### config.mk
export PLATFORM = sky130hd
export DESIGN_NAME = regfile_bypass_rd
export DESIGN_NICKNAME = d
export VERILOG_FILES = /design/src/rtl/regfile_pkg.sv /design/src/rtl/regfile_scoreboard.sv /design/src/rtl/regfile_bypass_rd.sv
export SDC_FILE = /design/constraint.sdc
export NUM_CORES = 1
export LEC_CHECK = 0
export CAP_MARGIN = 20
export CORE_MARGIN = 2
export CORE_UTILIZATION = 33
export CTS_CLUSTER_SIZE = 8
export DETAILED_ROUTE_END_ITERATION = 6
export DONT_BUFFER_PORTS = 1
export GPL_ROUTABILITY_DRIVEN = 0
export SYNTH_ARGS = -nofsm -noshare
export SYNTH_HDL_FRONTEND = slang
export SYNTH_HIERARCHICAL = 1
export SYNTH_SLANG_ARGS = --single-unit
export TNS_END_PERCENT = 20
### constraint.sdc
create_clock -name clk_i -period 4.4 [get_ports clk_i]
set_input_delay 0.22 -clock clk_i [delete_from_list [all_inputs] [get_ports clk_i]]
set_output_delay 0.22 -clock clk_i [all_outputs]
set_load 0.02 [all_outputs]
### src/rtl/regfile_pkg.sv
// Shared constants and types for the bypassing register-read stage.
// Optional build macro in dependents: REGFILE_R0_ZERO_EN.
package regfile_pkg;
  localparam int DATA_W_DEF = 16;
  localparam int ADDR_W_DEF = 3;
  localparam int NUM_RD_DEF = 2;

  typedef logic [ADDR_W_DEF-1:0] reg_addr_t;
  typedef logic [DATA_W_DEF-1:0] reg_data_t;

  // The PC lives in the top entry unless the integrator places it elsewhere.
  function automatic int pc_idx_default(input int addr_w);
    return (1 << addr_w) - 1;
  endfunction
endpackage

### src/rtl/regfile_scoreboard.sv
// Busy-bit scoreboard: one bit per register, set by issue, cleared by writeback.
// Build macro REGFILE_R0_ZERO_EN keeps register 0 permanently not-busy.
module regfile_scoreboard
  import regfile_pkg::*;
#(
  parameter int ADDR_W = ADDR_W_DEF,
  parameter int PC_IDX = pc_idx_default(ADDR_W)
) (
  input  logic                   clk_i,
  input  logic                   reset_i,
  input  logic                   wr_en_i,
  input  logic [ADDR_W-1:0]      wr_addr_i,
  input  logic                   pc_wr_en_i,
  input  logic                   sb_set_en_i,
  input  logic [ADDR_W-1:0]      sb_set_addr_i,
  output logic [2**ADDR_W-1:0]   busy_next_o
);
`ifdef REGFILE_R0_ZERO_EN
  localparam bit R0_ZERO = 1'b1;
`else
  localparam bit R0_ZERO = 1'b0;
`endif
  localparam logic [ADDR_W-1:0] PC_A = ADDR_W'(PC_IDX);

  logic [2**ADDR_W-1:0] busy_q, busy_d;

  // Set is applied last so a freshly issued writer beats a same-cycle retire.
  always_comb begin
    busy_d = busy_q;
    if (wr_en_i)    busy_d[wr_addr_i] = 1'b0;
    if (pc_wr_en_i) busy_d[PC_A]      = 1'b0;
    if (sb_set_en_i && !(R0_ZERO && sb_set_addr_i == '0))
      busy_d[sb_set_addr_i] = 1'b1;
  end

  always_ff @(posedge clk_i) begin
    if (reset_i) busy_q <= '0;
    else         busy_q <= busy_d;
  end

  assign busy_next_o = busy_d;
endmodule

### src/rtl/regfile_bypass_rd.sv
// Pipelined register-read stage: NUM_RD ports, write-through bypass, PC port.
// Build macro REGFILE_R0_ZERO_EN makes register 0 a hard-wired zero.
module regfile_bypass_rd
  import regfile_pkg::*;
#(
  parameter int DATA_W = DATA_W_DEF,
  parameter int ADDR_W = ADDR_W_DEF,
  parameter int NUM_RD = NUM_RD_DEF,
  parameter int PC_IDX = pc_idx_default(ADDR_W)
) (
  input  logic                     clk_i,
  input  logic                     reset_i,
  input  logic                     rd_en_i,
  input  logic [NUM_RD*ADDR_W-1:0] rd_addr_i,
  output logic [NUM_RD*DATA_W-1:0] rd_data_o,
  output logic [NUM_RD-1:0]        rd_busy_o,
  output logic                     rd_valid_o,
  output logic                     rd_equal_o,
  input  logic                     wr_en_i,
  input  logic [ADDR_W-1:0]        wr_addr_i,
  input  logic [DATA_W-1:0]        wr_data_i,
  input  logic                     pc_wr_en_i,
  input  logic [DATA_W-1:0]        pc_wr_data_i,
  output logic [DATA_W-1:0]        pc_out_o,
  input  logic                     sb_set_en_i,
  input  logic [ADDR_W-1:0]        sb_set_addr_i
);
`ifdef REGFILE_R0_ZERO_EN
  localparam bit R0_ZERO = 1'b1;
`else
  localparam bit R0_ZERO = 1'b0;
`endif
  localparam int DEPTH = 2**ADDR_W;
  localparam logic [ADDR_W-1:0] PC_A = ADDR_W'(PC_IDX);

  logic [DATA_W-1:0]        regs_q [DEPTH];
  logic [DATA_W-1:0]        regs_d [DEPTH];
  logic [DEPTH-1:0]         busy_next;
  logic [NUM_RD*DATA_W-1:0] rd_data_d, rd_data_q;
  logic [NUM_RD-1:0]        rd_busy_d, rd_busy_q;
  logic                     rd_equal_d, rd_equal_q, rd_valid_q;

  regfile_scoreboard #(.ADDR_W(ADDR_W), .PC_IDX(PC_IDX)) u_sb (
    .clk_i        (clk_i),
    .reset_i      (reset_i),
    .wr_en_i      (wr_en_i),
    .wr_addr_i    (wr_addr_i),
    .pc_wr_en_i   (pc_wr_en_i),
    .sb_set_en_i  (sb_set_en_i),
    .sb_set_addr_i(sb_set_addr_i),
    .busy_next_o  (busy_next)
  );

  // regs_d is the post-write register image; reading it is the bypass, and the
  // PC port is applied after the general port so it wins on a PC collision.
  always_comb begin
    regs_d = regs_q;
    if (wr_en_i && !(R0_ZERO && wr_addr_i == '0)) regs_d[wr_addr_i] = wr_data_i;
    if (pc_wr_en_i) regs_d[PC_A] = pc_wr_data_i;
    if (R0_ZERO)    regs_d[0]    = '0;
  end

  always_ff @(posedge clk_i) begin
    if (reset_i) begin
      for (int i = 0; i < DEPTH; i++) regs_q[i] <= '0;
    end else begin
      regs_q <= regs_d;
    end
  end

  for (genvar k = 0; k < NUM_RD; k++) begin : g_rd
    assign rd_data_d[k*DATA_W +: DATA_W] = regs_d[rd_addr_i[k*ADDR_W +: ADDR_W]];
    assign rd_busy_d[k]                  = busy_next[rd_addr_i[k*ADDR_W +: ADDR_W]];
  end

  assign rd_equal_d = (rd_data_d[0 +: DATA_W] == rd_data_d[DATA_W +: DATA_W]);

  // Output stage holds its last result while idle; only valid drops.
  always_ff @(posedge clk_i) begin
    if (reset_i) begin
      rd_valid_q <= 1'b0;
      rd_data_q  <= '0;
      rd_busy_q  <= '0;
      rd_equal_q <= 1'b0;
    end else begin
      rd_valid_q <= rd_en_i;
      if (rd_en_i) begin
        rd_data_q  <= rd_data_d;
        rd_busy_q  <= rd_busy_d;
        rd_equal_q <= rd_equal_d;
      end
    end
  end

  assign rd_data_o  = rd_data_q;
  assign rd_busy_o  = rd_busy_q;
  assign rd_valid_o = rd_valid_q;
  assign rd_equal_o = rd_equal_q;
  assign pc_out_o   = regs_q[PC_A];
endmodule

==> reports/qor.log, run 1 <==
[synth] Synth top area share 36.4%
[sta] fin. max-slew vios 0
[sta] clock skew after layout 10.1 ps
[setup_path] data required time at the worst endpoint 4760 ps
[synth] count of cell types in the netlist 69
[sta] Final setup viols 0
[setup_path] destination of the worst register-to-register timing path rd_equal_o
[detailed_routing] 1st-iter DRT viols 775
[clock_network] Clock transition at path regs 70 ps
[sta] min setup slack post-route 1660 ps
[detailed_routing] Wirelength per Cell 22.2 um
[clock_network] H-tree depth reported by CTS 4
[clock_network] maximum clock path buffer count 2
[setup_path] critical path startpoint category input pin
[detailed_routing] drc violations 0
[layout] area of the multi-input gates 5350 um^2
[sta] relative slew slack 31.7%
[clock_network] Clock Latency Late Sink 460 ps
[setup_path] Reg2Reg Depth 7
[placement] Place WS 1210 ps
[synth] library cell occupying the most area in the post-synthesis netlist sky130_fd_sc_hd__dfxtp_1
[min_path] end point of the worst hold path u_sb/busy_q[0]
[layout] Sequential cell area 3440 um^2
[synth] async set-reset flop share out of synthesis 0%
[layout] most frequent cells in the layout sky130_fd_sc_hd__nor2_1 (180), sky130_fd_sc_hd__dfxtp_1 (172), sky130_fd_sc_hd__mux2i_1 (133), sky130_fd_sc_hd__nand2_1 (74), sky130_fd_sc_hd__a22oi_1 (38)
[outcome] outcome complete, no violations
[clock_network] number of setup buffers added after CTS 0
[global_routing] number of global-route vias before repair 7610
[synth] number of enable flip-flop cells after synthesis 0
[global_routing] number of antenna violations at the first check in global routing 1
[detailed_routing] drt total wl 30800 um
[detailed_routing] DRT antenna net count 0
[global_routing] largest net degree at the start of global routing 174
[synth] synthesized netlist net count 1106
[clock_network] CTS Buf Count 17
[placement] half-perimeter wire length after detailed placement 18800 um
[clock_network] TritonCTS clock tree done
[synth] Netlist Area Pre-Place 9460 um^2
[sta] setup repair after global routing missed its margin no
[setup_path] element type at the critical path end register
[flow_run] Max-cap violations 0
[placement] Cell Area, Placed 9430 um^2
[pwr] Worst IR Drop VDD 0.295 mV
[global_routing] overall fraction of global-route tracks in use 20.4%
[global_routing] first-pass GRT wire length 47200 um
[floorplan] y dimension of the die 173 um
[sta] minimum clock period 2740 ps
[synth] largest cells by area after synthesis sky130_fd_sc_hd__dfxtp_1 (36%), sky130_fd_sc_hd__mux2i_1 (14%), sky130_fd_sc_hd__nor2_1 (7.1%)
[layout] number of inserted filler cells in the final layout 2824
[layout] # nets final 1051
[synth] fraction of the yosys area taken by sequential cells 36.4%
[min_path] class of the tightest hold or removal check input pin to register
[sta] Least-Margin Pin Slew 1020 ps
[setup_path] origin of the critical flop-to-flop path regs_q[116]
[global_routing] overflow left after global routing 0
[setup_path] Crit Path Class input pin to register
[synth] Gate Count Post-Synth 1056
[floorplan] Core Region 28000 um^2
[placement] Port Buffers 0
[sta] sum of negative setup slack 0 ps
[layout] Area growth, synth to finish 9.85%
[floorplan] top-level port count 102
[setup_path] critical path data arrival time 3110 ps
[placement] number of placed instances, taps included 1330
[sta] Highest Clock Rate 364 MHz
[setup_path] worst reg-to-reg setup slack 2010 ps
[synth] Synth Area per Inst 8.95 um^2
[detailed_routing] via count 7926
[floorplan] Std-Cell Rows 61
[setup_path] largest fanout of any net on the critical path 20
[sta] final hold violations 0
[floorplan] total die area 30000 um^2
[floorplan] width of the die 173 um
[layout] layout cell share with drive strength beyond 1 10.2%
[min_path] cell depth of the worst min-delay path 2
[clock_network] clk root buf sky130_fd_sc_hd__clkbuf_16
[layout] Finished Layout Cells 1392
[layout] # diodes 0
[detailed_routing] number of iterations in the first detailed-routing pass 5
[clock_network] number of instances resized during post-cts repair 0
[sta] share of the cycle needed by the critical path after routing 62.4%
[synth] total of flip-flops plus latches after synthesis 172
[min_path] worst min-delay path startpoint reset_i
[synth] warning count from the yosys run 6
[pwr] standby leakage power 4.03 nW
[detailed_routing] vias per std cell 5.69
[layout] most common cell after layout, fill and taps aside sky130_fd_sc_hd__nor2_1
[floorplan] starting density of the core 33.8%
[clock_network] Sink Count 172
[synth] Primary FF master, synth sky130_fd_sc_hd__dfxtp_1
[pwr] PD cells 362 nW/um^2
[layout] Non-Filler Cell Area, Final 10400 um^2
Yosys cell counts (all sizes together) (4+ instances only):
master and n:
nor2 181, dfxtp 172, mux2i 133, nand2 74
buf 64, clkbuf 57, a22oi 39, nand2b 27
mux2 21, o22ai 19, a211oi 18, nor2b 18
o21ai 18, a21oi 17, mux4 16, nand3 13
xnor2 13, a31oi 11, o221ai 11, inv 10
nor3 9, nor3b 9, a32o 8, o211ai 8
a221oi 7, nand4b 7, nor4bb 6, o31a 6
o32ai 6, a311oi 5, nand4 5, nand4bb 4
how the worst max path moves through the flow:
stage / startpoint / end / slack [ps] / depth (start not counted)
global placement: wr_addr_i[2] / rd_equal_o / 1240 / 8
finish: wr_addr_i[2] / rd_equal_o / 1660 / 8
detailed placement: wr_addr_i[2] / rd_equal_o / 1210 / 8
floorplan: wr_addr_i[1] / rd_equal_o / 1920 / 10
global route: wr_addr_i[2] / rd_equal_o / 1530 / 8
CTS: wr_addr_i[2] / rd_equal_o / 1630 / 8
power by group:
| group | internal, mW | leakage (nW) | switching [mW] |
|---|---|---|---|
| sequential | 1.61 | 1.40 | 0.0734 |
| clock | 0.824 | 0.302 | 0.763 |
| combinational | 0.214 | 2.33 | 0.275 |
state kept, by name (all words and copies together) (netlist names):
register / cells
rd_data_o: 32
rd_equal_o: 1
regs_q: 112
pc_out_o: 16
rd_valid_o: 1
u_sb/busy_q: 8
rd_busy_o: 2
kinds of logic after synthesis:
logic type                Yosys count  share of synthesized area (%)
AOI/OAI and AO/OA                 194                           15.2
buffers and inverters             131                           7.15
DFF                               172                           36.4
muxes                             170                           20.5
and+or+nand+nor                   373                           19.3
xor gates and xnor gates           16                           1.48
per-layer routing:
| metal | part of all wire, % | vias up | global-route usage [%] |
|---|---|---|---|
| met5 | 0 | - | 0 |
| met4 | 3.0 | 0 | 7.87 |
| met3 | 8.8 | 62 | 5.81 |
| met2 | 46 | 321 | 32.6 |
| met1 | 42 | 3870 | 26.0 |
| li1 | - | 3673 | - |
area by class of cell:
class,instances,share of cell area (%)
clock buffer,17,4.10
clock inverter,15,1.86
inverter,10,0.361
multi-input combinational,753,51.5
sequential,172,33.2
tap,378,4.55
timing repair buffer,47,4.46
through the flow:
step / total power, mW / hold slack (ps) / util, %
after floorplan: 2.12 / 299 / -
after global placement: 2.12 / 300 / 33.7
after detailed placement: 2.13 / 304 / 33.7
after CTS: 3.78 / 0.0545 / 37.1
after global routing: 3.89 / 11.5 / 37.1
final: 3.76 / 9.82 / 37.1
critical path, cell delays in order:
cell and delay (ps):
sky130_fd_sc_hd__nand4b_1 640, sky130_fd_sc_hd__mux2_4 530, sky130_fd_sc_hd__mux4_2 470, sky130_fd_sc_hd__a22oi_1 270
sky130_fd_sc_hd__xor2_1 120, sky130_fd_sc_hd__nor3_1 430, sky130_fd_sc_hd__nand4_1 160, sky130_fd_sc_hd__o31ai_1 260
repair_timing:
item	4_1_cts	5_1_grt
endpoints found under the hold margin	170	0
endpoints found under the setup margin	0	0
hold buffers	30	0
Note: power is estimated with default switching activity, not from simulation.
==> inputs of run 2 (changes only) <==
ABC_AREA = 1   (was not set)
clock period = 2.85 ns   (was 4.4 ns; I/O delays follow)
==> run 2 against run 1 <==
Compared with the run above: hold slack got worse by 4.3 ps; combinational power rose by 140%; clock-buffer cell count rose by 1; first-iteration DRC count rose by 61%; synthesized area rose by 13%; highest routed layer unchanged.
==> reports/qor.log, run 2 <==
[outcome] outcome complete, no violations
[synth] Gate Count Post-Synth 1829 [+73%]
[clock_network] maximum clock path buffer count 2 [unchanged]
[pwr] standby leakage power 5.97 nW [+48%]
[synth] total of flip-flops plus latches after synthesis 172 [unchanged]
[sta] fin. max-slew vios 0 [unchanged]
[sta] minimum clock period 1930 ps
[floorplan] Core Region 32300 um^2 [+15%]
[layout] # diodes 0 [unchanged]
[floorplan] total die area 33900 um^2 [+13%]
[global_routing] largest net degree at the start of global routing 142 [-18%]
[layout] Reg with most FFs regs_q
[flow_run] Max-cap violations 0 [unchanged]
[global_routing] number of global-route vias before repair 10981 [+44%]
[sta] sum of negative setup slack 0 ps [unchanged]
[floorplan] starting density of the core 33.2% [-0.55 points]
[synth] leading post-synthesis cells by instance count sky130_fd_sc_hd__nand2_1 (718), sky130_fd_sc_hd__nand3_1 (330), sky130_fd_sc_hd__dfxtp_1 (172)
[floorplan] y dimension of the die 184 um [+6.3%]
[sta] Least-Margin Pin Slew 965 ps [-57.3 ps]
[setup_path] cell chain of the critical path nand2_1, nand3_1, nand3_1, nand2_1, nand2_1, nand2_1, nand2_1, nand2_1, nand2_1, nor2_1, nand2_1, nor2_1, nand3_1, a21oi_1
[synth] Synth top area share 32.1% [-4.3 points]
[placement] Port Buffers 0 [unchanged]
[setup_path] largest fanout of any net on the critical path 3 [-85%]
[pwr] Worst IR Drop VDD 0.447 mV [+52%]
[clock_network] H-tree depth reported by CTS 4 [unchanged]
[setup_path] element type at the critical path end register
[floorplan] top-level port count 102 [unchanged]
[synth] count of cell types in the netlist 28 [-59%]
[clock_network] Clock transition at path regs 80 ps [about the same]
[layout] Non-Filler Cell Area, Final 12000 um^2 [+16%]
[setup_path] library cell appearing most often on the critical path sky130_fd_sc_hd__nand2_1
[sta] setup repair after global routing missed its margin no
[clock_network] clk root buf sky130_fd_sc_hd__clkbuf_16
[setup_path] largest stage delay on the critical path 450 ps [-190 ps]
[detailed_routing] Wirelength per Cell 18.1 um [-18%]
[layout] most frequent cells in the layout sky130_fd_sc_hd__nand2_1 (718), sky130_fd_sc_hd__nand3_1 (330), sky130_fd_sc_hd__dfxtp_1 (172), sky130_fd_sc_hd__nor2_1 (154), sky130_fd_sc_hd__inv_1 (153)
[global_routing] first-pass GRT wire length 62700 um [+33%]
[floorplan] Std-Cell Rows 66 [+8.2%]
[setup_path] data required time at the worst endpoint 3230 ps [-1530 ps]
[detailed_routing] number of iterations in the first detailed-routing pass 7 [+2]
[pwr] sequential group share of total power 42.8% [-2.0 points]
[layout] layout cell share with drive strength beyond 1 6.60% [-3.6 points]
[clock_network] Clock Latency Late Sink 460 ps [about the same]
[sta] clock skew after layout 13.4 ps [+3.32 ps]
[sta] final hold violations 0 [unchanged]
[pwr] internal power 4.10 mW [+55%]
[layout] most common cell after layout, fill and taps aside sky130_fd_sc_hd__nand2_1
[detailed_routing] drt total wl 41000 um [+33%]
[clock_network] TritonCTS clock tree done
[sta] Final setup viols 0 [unchanged]
[detailed_routing] DRT antenna net count 0 [unchanged]
[synth] cell with the most instances after synthesis sky130_fd_sc_hd__nand2_1
[layout] Area growth, synth to finish 12.3%
[placement] Cell Area, Placed 10900 um^2 [+15%]
[global_routing] overall fraction of global-route tracks in use 24.4% [+4.0 points]
[pwr] switching pwr 2.09 mW [+88%]
[synth] synthesized netlist net count 1879 [+70%]
[synth] library cell occupying the most area in the post-synthesis netlist sky130_fd_sc_hd__dfxtp_1
[placement] half-perimeter wire length after detailed placement 26300 um [+40%]
[layout] # nets final 1854 [+76%]
[setup_path] buffering stage count on the worst path with inverters included 0 [unchanged]
[setup_path] critical path data arrival time 2300 ps [-810 ps]
[placement] number of placed instances, taps included 2171 [+63%]
[setup_path] slowest cell on the critical path sky130_fd_sc_hd__dfxtp_1
[clock_network] Sink Count 172 [unchanged]
[global_routing] overflow left after global routing 0 [unchanged]
[synth] async set-reset flop share out of synthesis 0% [unchanged]
[pwr] net switching share of the total power 33.7% [+4.2 points]
[layout] max reg flops 112 [unchanged]
[setup_path] Worst path top cell family by delay simple AND/OR/NAND/NOR gates
[detailed_routing] 1st-iter DRT viols 1249 [+61%]
[detailed_routing] drc violations 0 [unchanged]
[floorplan] width of the die 184 um [+6.3%]
[pwr] PD cells 514 nW/um^2 [+42%]
[synth] Primary FF master, synth sky130_fd_sc_hd__dfxtp_1
[setup_path] Crit Path Class register to register
[synth] warning count from the yosys run 6 [unchanged]
[detailed_routing] via count 11801 [+49%]
[sta] Highest Clock Rate 519 MHz
[global_routing] number of antenna violations at the first check in global routing 0 [-1]
[layout] Finished Layout Cells 2259 [+62%]
[pwr] part of the power in the clock network 38.5% [-3.7 points]
[min_path] class of the tightest hold or removal check input pin to register
[synth] Netlist Area Pre-Place 10700 um^2 [+13%]
[sta] share of the cycle needed by the critical path after routing 67.6%
[synth] number of enable flip-flop cells after synthesis 0 [unchanged]
[synth] largest cells by area after synthesis sky130_fd_sc_hd__dfxtp_1 (32%), sky130_fd_sc_hd__nand2_1 (25%), sky130_fd_sc_hd__nand3_1 (15%)
[synth] Synth Area per Inst 5.86 um^2 [-35%]
[clock_network] number of setup buffers added after CTS 0 [unchanged]
[synth] fraction of the yosys area taken by sequential cells 32.1% [-4.3 points]
[detailed_routing] vias per std cell 5.22 [-8.3%]
[clock_network] CTS Buf Count 17 [unchanged]
[pwr] relative contribution of combinational cells to total power 18.7% [+5.7 points]
[sta] relative slew slack 35.6% [+3.9 points]
[setup_path] critical path startpoint category register
-- run 2: changes by cell type after synthesis, moves of 22 or more --
cell / previous run / this run
sky130_fd_sc_hd__a22oi_1: 38 / 0
sky130_fd_sc_hd__o211ai_1: 8 / 33
sky130_fd_sc_hd__nand3_1: 13 / 330
sky130_fd_sc_hd__inv_1: 10 / 154
sky130_fd_sc_hd__nor2_1: 180 / 154
sky130_fd_sc_hd__o21ai_1: 3 / 34
sky130_fd_sc_hd__or2_2: 0 / 22
sky130_fd_sc_hd__nand2b_1: 27 / 0
sky130_fd_sc_hd__mux2i_1: 133 / 0
sky130_fd_sc_hd__nand2_1: 74 / 718
-- run 2: per-layer routing --
metal	vias to the layer above	GRT usage (%)	share of wire [%]
li1	5715	-	-
met1	5445	30.0	41
met2	532	41.4	47
met3	109	3.56	7.1
met4	0	12.7	4.9
met5	-	0	0
-- run 2: what timing repair did --
| action | CTS | global route |
|---|---|---|
| hold endpoints to repair | 172 | 2 |
| resized for setup | 0 | 0 |
| hold buffers | 54 | 2 |
-- run 2: logic make-up (layout without fill, tap and decap cells) --
group	count (synthesis)	after routing	synth area share [%]
buffers and inverters	283	271	11.4
flip-flops	172	172	32.1
AND/OR/NAND/NOR	1253	1253	49.7
AO/OA/AOI/OAI	121	121	6.77
-- run 2: through the flow --
stage	util [%]	hold slack [ps]	setup slack [ps]	power, mW
after global placement	33.6	224	523	3.71
after detailed placement	33.6	225	521	3.72
after floorplan	-	295	1120	3.53
after global routing	37.3	2.58	768	6.49
after CTS	37.2	2.11	938	6.23
final	37.3	5.56	924	6.19
-- run 2: cell type report --
cell class / instances / area (um^2)
repair buffers: 77 / 791
clock inverters: 14 / 140
flip-flops and latches: 172 / 3440
inverters: 162 / 611
clock buffers: 18 / 439
multi-input cells: 1374 / 6060
well taps: 442 / 553
fillers: 3533 / 20300
-- run 2: power groups by stage --
stage,clock network [mW],logic [mW],registers (mW)
finish,2.38,1.16,2.65
global placement,0,1.01,2.70
CTS,2.43,1.15,2.65
floorplan,0,0.876,2.66
global route,2.53,1.30,2.66
detailed placement,0,1.02,2.70
-- run 2: worst reg2reg max path, stage by stage, from the launching register on --
cell and delay [ps]:
sky130_fd_sc_hd__dfxtp_1 450, sky130_fd_sc_hd__nand2_1 80, sky130_fd_sc_hd__nand3_1 120, sky130_fd_sc_hd__nand3_1 140, sky130_fd_sc_hd__nand2_1 160, sky130_fd_sc_hd__nand2_1 70
sky130_fd_sc_hd__nand2_1 60, sky130_fd_sc_hd__nand2_1 90, sky130_fd_sc_hd__nand2_1 70, sky130_fd_sc_hd__nand2_1 50, sky130_fd_sc_hd__nor2_1 100, sky130_fd_sc_hd__nand2_1 90
sky130_fd_sc_hd__nor2_1 160, sky130_fd_sc_hd__nand3_1 90, sky130_fd_sc_hd__a21oi_1 120
-- run 2: final timing paths --
| kind | from | end | slack (ps) | cells after the start |
|---|---|---|---|---|
| max | pc_out_o[8] | rd_equal_o | 920 | 14 |
| min | rd_en_i | rd_data_o[31] | 6 | 3 |
| max reg2reg | pc_out_o[8] | rd_equal_o | 920 | 14 |
| min reg2reg | u_sb/busy_q[6] | u_sb/busy_q[6] | 470 | 2 |
